==> src/rtl/dmem_arbiter.sv <==
// Shares one data-memory port between the scalar MEM stage (S) and the vector unit (V).
// Optional feature: define DMEM_ARB_RR_EN for round-robin conflict resolution (default: V has fixed priority).
module dmem_arbiter #(
  parameter int AW = 32,
  parameter int DW = 32
) (
  input  logic          clk,
  input  logic          rst,
  input  logic          i_s_req,
  input  logic          i_s_we,
  input  logic [AW-1:0] i_s_addr,
  input  logic [DW-1:0] i_s_wdata,
  output logic          o_s_gnt,
  output logic          o_s_rvalid,
  output logic [DW-1:0] o_s_rdata,
  output logic          o_s_stall,
  input  logic          i_v_req,
  input  logic          i_v_we,
  input  logic [AW-1:0] i_v_addr,
  input  logic [DW-1:0] i_v_wdata,
  input  logic          i_v_lock,
  output logic          o_v_gnt,
  output logic          o_v_rvalid,
  output logic [DW-1:0] o_v_rdata,
  output logic          o_m_req,
  output logic          o_m_we,
  output logic [AW-1:0] o_m_addr,
  output logic [DW-1:0] o_m_wdata,
  input  logic          i_m_ack,
  input  logic          i_m_rvalid,
  input  logic [DW-1:0] i_m_rdata
);

  typedef enum logic [1:0] {IDLE, REQ, RD} state_e;

  state_e          state_q, state_d;
  logic            owner_v_q, owner_v_d;
  logic            last_v_q, last_v_d;
  logic            lock_q, lock_d;
  logic            m_we_q, m_we_d;
  logic [AW-1:0]   m_addr_q, m_addr_d;
  logic [DW-1:0]   m_wdata_q, m_wdata_d;

  logic            win_s, win_v;
  logic            accept, deliver;

  // Grant decision: an active lock reserves the port for V even when V is idle.
  always_comb begin
    win_s = 1'b0;
    win_v = 1'b0;
    if (state_q == IDLE && !rst) begin
      if (lock_q && i_v_lock) begin
        win_v = i_v_req;
      end else if (i_s_req && i_v_req) begin
`ifdef DMEM_ARB_RR_EN
        win_s = last_v_q;
        win_v = ~last_v_q;
`else
        win_v = 1'b1;
`endif
      end else begin
        win_s = i_s_req;
        win_v = i_v_req;
      end
    end
  end

  assign accept  = (state_q == REQ) && i_m_ack;
  assign deliver = !rst && i_m_rvalid &&
                   ((accept && !m_we_q) || (state_q == RD));

  always_comb begin
    state_d   = state_q;
    owner_v_d = owner_v_q;
    last_v_d  = last_v_q;
    lock_d    = lock_q;
    m_we_d    = m_we_q;
    m_addr_d  = m_addr_q;
    m_wdata_d = m_wdata_q;
    unique case (state_q)
      IDLE: begin
        if (!i_v_lock) lock_d = 1'b0;
        if (win_v) begin
          state_d   = REQ;
          owner_v_d = 1'b1;
          last_v_d  = 1'b1;
          lock_d    = i_v_lock;
          m_we_d    = i_v_we;
          m_addr_d  = i_v_addr;
          m_wdata_d = i_v_wdata;
        end else if (win_s) begin
          state_d   = REQ;
          owner_v_d = 1'b0;
          last_v_d  = 1'b0;
          m_we_d    = i_s_we;
          m_addr_d  = i_s_addr;
          m_wdata_d = i_s_wdata;
        end
      end
      REQ: begin
        if (accept) begin
          if (m_we_q || i_m_rvalid) state_d = IDLE;
          else                      state_d = RD;
        end
      end
      RD: begin
        if (i_m_rvalid) state_d = IDLE;
      end
      default: state_d = IDLE;
    endcase
  end

  always_ff @(posedge clk or posedge rst) begin
    if (rst) begin
      state_q   <= IDLE;
      owner_v_q <= 1'b1;
      last_v_q  <= 1'b1;
      lock_q    <= 1'b0;
      m_we_q    <= 1'b0;
      m_addr_q  <= '0;
      m_wdata_q <= '0;
    end else begin
      state_q   <= state_d;
      owner_v_q <= owner_v_d;
      last_v_q  <= last_v_d;
      lock_q    <= lock_d;
      m_we_q    <= m_we_d;
      m_addr_q  <= m_addr_d;
      m_wdata_q <= m_wdata_d;
    end
  end

  assign o_s_gnt    = win_s;
  assign o_v_gnt    = win_v;
  assign o_m_req    = (state_q == REQ);
  assign o_m_we     = m_we_q;
  assign o_m_addr   = m_addr_q;
  assign o_m_wdata  = m_wdata_q;

  // Read data is a combinational pass-through steered to the transaction owner.
  assign o_s_rvalid = deliver && !owner_v_q;
  assign o_v_rvalid = deliver && owner_v_q;
  assign o_s_rdata  = owner_v_q ? '0 : i_m_rdata;
  assign o_v_rdata  = owner_v_q ? i_m_rdata : '0;

  assign o_s_stall  = (i_s_req && !o_s_gnt) ||
                      ((state_q != IDLE) && !owner_v_q &&
                       !(o_s_rvalid || (accept && m_we_q)));

endmodule

==> config.mk <==
export PLATFORM = sky130hd
export DESIGN_NAME = dmem_arbiter
export DESIGN_NICKNAME = d
export VERILOG_FILES = /design/src/rtl/dmem_arbiter.sv
export SDC_FILE = /design/constraint.sdc
export NUM_CORES = 1
export LEC_CHECK = 0
export BUFFER_PORTS_ARGS = -buffer_cell sky130_fd_sc_hd__buf_2
export CORE_AREA = 4 4 114 116
export CTS_BUF_LIST = sky130_fd_sc_hd__clkbuf_16
export CTS_CLUSTER_DIAMETER = 40
export DETAILED_ROUTE_END_ITERATION = 8
export DIE_AREA = 0 0 118 120
export GPL_TIMING_DRIVEN = 0
export HOLD_SLACK_MARGIN = 0.06
export PLACE_DENSITY = 0.67
export SYNTH_ARGS = -nofsm -noshare
export SYNTH_HDL_FRONTEND = slang
export SYNTH_SLANG_ARGS = --single-unit
==> constraint.sdc <==
create_clock -name clk -period 2.79 [get_ports clk]
set_input_delay 0.1395 -clock clk [delete_from_list [all_inputs] [get_ports clk]]
set_output_delay 0.1395 -clock clk [all_outputs]
set_load 0.02 [all_outputs]
==> flow_metrics.py <==
metrics = {
    "synthesis": {
        "syn_nets": 562,
        "synth.avg_cell_area_um2": 9.66,
        "ys_warn_count": 0,
        "synthCells": 393,
        "synthTopCellsByArea": "dfrtp_1 45%, nor2b_1 11%, a222oi_1 9.0%",
        "yosysSeqAreaShare_pct": 45.5,
        "syn_area_um2": 3800,
        "yosys.area.top_type": "dfrtp_1",
        "yosysUniqueCellTypes": 27,
        "synth_top_area_share_pct": 44.8,
        "synth_seq_cells": 69,
    },
    "grt": {
        "grt_pass1_vias": 4753,
        "track_usage_pct": 23.0,
        "antenna_found_initial": 1,
        "grt_max_degree": 70,
        "grt_pass1_wl_mm": 25.8,
        "globalRouteOverflowTotal": 0,
    },
    "setup_path": {
        "startpoint_type": "input port",
        "crit_arrival_ns": 2.61,
        "endpoint_kind": "register",
        "r2r_slack_ns": 0.47,
        "path_class": "in2reg",
        "required_ns": 3.06,
        "reg2reg_from": "state_q[1]$_DFFE_PP0P_",
        "crit_start": "rst",
        "cp_max_fo": 10,
    },
    "clocking": {
        "clk_path_buf_depth": 2,
        "ctsHoldBuffers": 70,
        "cts_tree": "built",
        "clk_latency_ns": 0.34,
        "clkTransAtPathRegs_ns": 0.06,
        "cts_buffers": 9,
        "cts_resized": 0,
        "root_buffer": "clkbuf_16",
        "h-tree-depth": 3,
        "post_cts_buffers": 0,
        "cts.sinks": 69,
    },
    "floorplan": {
        "die-width_um": 118,
        "core_area_um2": 11900,
        "die_y_um": 120,
        "initial_core_util_pct": 31.9,
        "die_area_um2": 14200,
        "rows": 40,
        "ioPinCount": 304,
    },
    "timing": {
        "worst_pin_slew_ns": 0.852,
        "setup_viol": 0,
        "maxSlewViolCount": 0,
        "rsz0062_at_grt": "false",
        "min_period_ns": 2.34,
        "slew_headroom_pct": 43.2,
        "finalHoldViolations": 0,
        "fin_crit_sh_pct": 83.9,
        "clock_skew_ns": 0.00931,
        "finalSetupTns_ns": 0,
        "max_freq_mhz": 427,
    },
    "place": {
        "port_buffers": 303,
        "placed_area_um2": 5500,
        "dp_hpwl_mm": 13.0,
        "placed_cells": 843,
        "place_congestion": 0.917,
    },
    "hold_path": {
        "min_path_type": "in2reg",
        "hp-start": "i_s_wdata[6]",
    },
    "route": {
        "drtAntennaViolNets": 0,
        "drt_pass1_iterations": 8,
        "drt_iter0_markers": 402,
        "wl_mm": 16.9,
        "vias_per_cell": 5.06,
        "dr_total_vias": 4707,
        "drc": 0,
        "wire_per_inst_um": 18.1,
    },
    "layout": {
        "area_growth_pct": 72.3,
        "stdcell_area_um2": 6540,
        "fillers": 1091,
        "drive_gt1_share_pct": 43.7,
        "num-nets-final": 946,
        "final_cells": 930,
    },
    "power": {
        "pwr-share-comb_pct": 47.7,
        "sequentialPowerShare_pct": 28.6,
        "vdd_drop_max_mv": 0.389,
        "intPower_uw": 3400,
        "p_per_area_nw_per_um2": 844,
        "swShare_pct": 38.4,
        "clkPwrFrac_pct": 23.7,
        "p_sw_uw": 2120,
        "p_total_uw": 5520,
        "leakagePower_uw": 0.00320,
    },
    "run": {
        "cap_violations": 0,
    },
    "run_status": {
        "status": "completed",
    },
}
placed cells by master (no fill, tap or decap):
| cell type | count |
|---|---|
| a211oi_4 | 1 |
| a21o_1 | 2 |
| a21oi_1 | 1 |
| a21oi_2 | 1 |
| a222oi_1 | 34 |
| a2bb2oi_1 | 31 |
| a31oi_1 | 1 |
| and2_1 | 34 |
| buf_2 | 314 |
| buf_6 | 8 |
| bufinv_16 | 3 |
| clkbuf_1 | 17 |
| clkbuf_16 | 9 |
| clkinv_1 | 2 |
| clkinvlp_4 | 1 |
| dfrtp_1 | 68 |
| dfstp_2 | 1 |
| diode_2 | 1 |
| dlygate4sd3_1 | 70 |
| inv_1 | 4 |
| inv_4 | 1 |
| inv_6 | 1 |
| nand2_1 | 69 |
| nand2b_1 | 1 |
| nor2_1 | 1 |
| nor2_8 | 1 |
| nor2b_1 | 68 |
| nor3_1 | 1 |
| nor3b_1 | 1 |
| o21ai_0 | 1 |
| o22ai_1 | 32 |
| o31ai_1 | 1 |
| o32a_1 | 1 |
| or3_4 | 1 |
layout make-up:
cell class	instances	area (um2)	area share, %
timing repair buffer	373	2220	33.9
multi-input combinational	283	1840	28.1
sequential	69	1730	26.4
clock buffer	9	225	3.44
buffer	36	209	3.19
tap	147	184	2.81
clock inverter	7	114	1.74
inverter	5	21.3	0.325
antenna	1	2.50	0.0383
final timing paths:
| check | end | cells past startpoint |
|---|---|---|
| min in group asynchronous | o_m_addr[17]$_DFFE_PP0P_ | 3 |
| max in group asynchronous | o_m_wdata[18]$_DFFE_PP0P_ | 3 |
| setup / recovery | o_m_addr[3]$_DFFE_PP0P_ | 8 |
| hold reg to reg | o_m_addr[24]$_DFFE_PP0P_ | 1 |
| hold / removal | o_m_wdata[6]$_DFFE_PP0P_ | 3 |
| setup reg to reg | o_m_addr[3]$_DFFE_PP0P_ | 6 |
registers in the layout, summed over array words and instances, names as in the netlist:
signal / cells
o_m_addr: 32
o_m_wdata: 32
state_q: 2
lock_q: 1
o_m_we: 1
owner_v_q: 1
power groups by stage:
stage	Combinational (uW)	Sequential, uW	Clock (uW)
final	2630	1580	1310
after CTS	2630	1570	1330
after floorplan	1060	1970	0
after global placement	2310	1570	0
after global routing	2820	1620	1380
after detailed placement	2340	1580	0
stage by stage:
step	util [%]	hold slack, ns	setup slack, ns
2_1_floorplan	-	0.206	0.912
3_3_place_gp	46.1	0.313	-0.0544
3_5_place_dp	46.2	0.309	0.890
4_1_cts	54.9	0.0987	0.454
5_1_grt	54.9	0.106	0.324
6_report	54.9	0.115	0.449
worst max-delay path: stages:
cell	delay, ns
dlygate4sd3_1	0.54
buf_2	0.16
or3_4	0.37
a211oi_4	0.50
buf_6	0.22
nand2_1	0.07
nand2_1	0.06
dlygate4sd3_1	0.55
synthesized netlist by cell type:
| cell type | count |
|---|---|
| clkinv_1 | 1 |
| nand2_1 | 69 |
| a31oi_1 | 1 |
| or3_4 | 1 |
| nor2_1 | 1 |
| a21oi_1 | 1 |
| buf_2 | 11 |
| nor2b_1 | 68 |
| a21o_1 | 2 |
| o22ai_1 | 32 |
| nor2_8 | 1 |
| a211oi_4 | 1 |
| dfrtp_1 | 68 |
| clkbuf_1 | 17 |
| and2_1 | 34 |
| a21oi_2 | 1 |
| buf_6 | 8 |
| nor3_1 | 1 |
| a222oi_1 | 34 |
| o21ai_0 | 1 |
| a2bb2oi_1 | 31 |
| o32a_1 | 1 |
| nor3b_1 | 1 |
| o31ai_1 | 1 |
| inv_1 | 4 |
| nand2b_1 | 1 |
| dfstp_2 | 1 |
kinds of logic (layout without fill, tap and decap cells):
group                  Yosys count  after routing  synth area share (%)
AO/OA/AOI/OAI                  106            106                  23.4
AND/OR/NAND/NOR                177            177                  25.0
flip-flops                      69             69                  45.5
buffers and inverters           41            430                  6.00
other                            0              1                     0
layer usage:
metal	GRT usage [%]	wire length, um
met5	0	0
met2	42.3	8970
met4	10.2	443
met1	25.5	6330
met3	4.85	1120
Power figures use the tool's default switching activity.
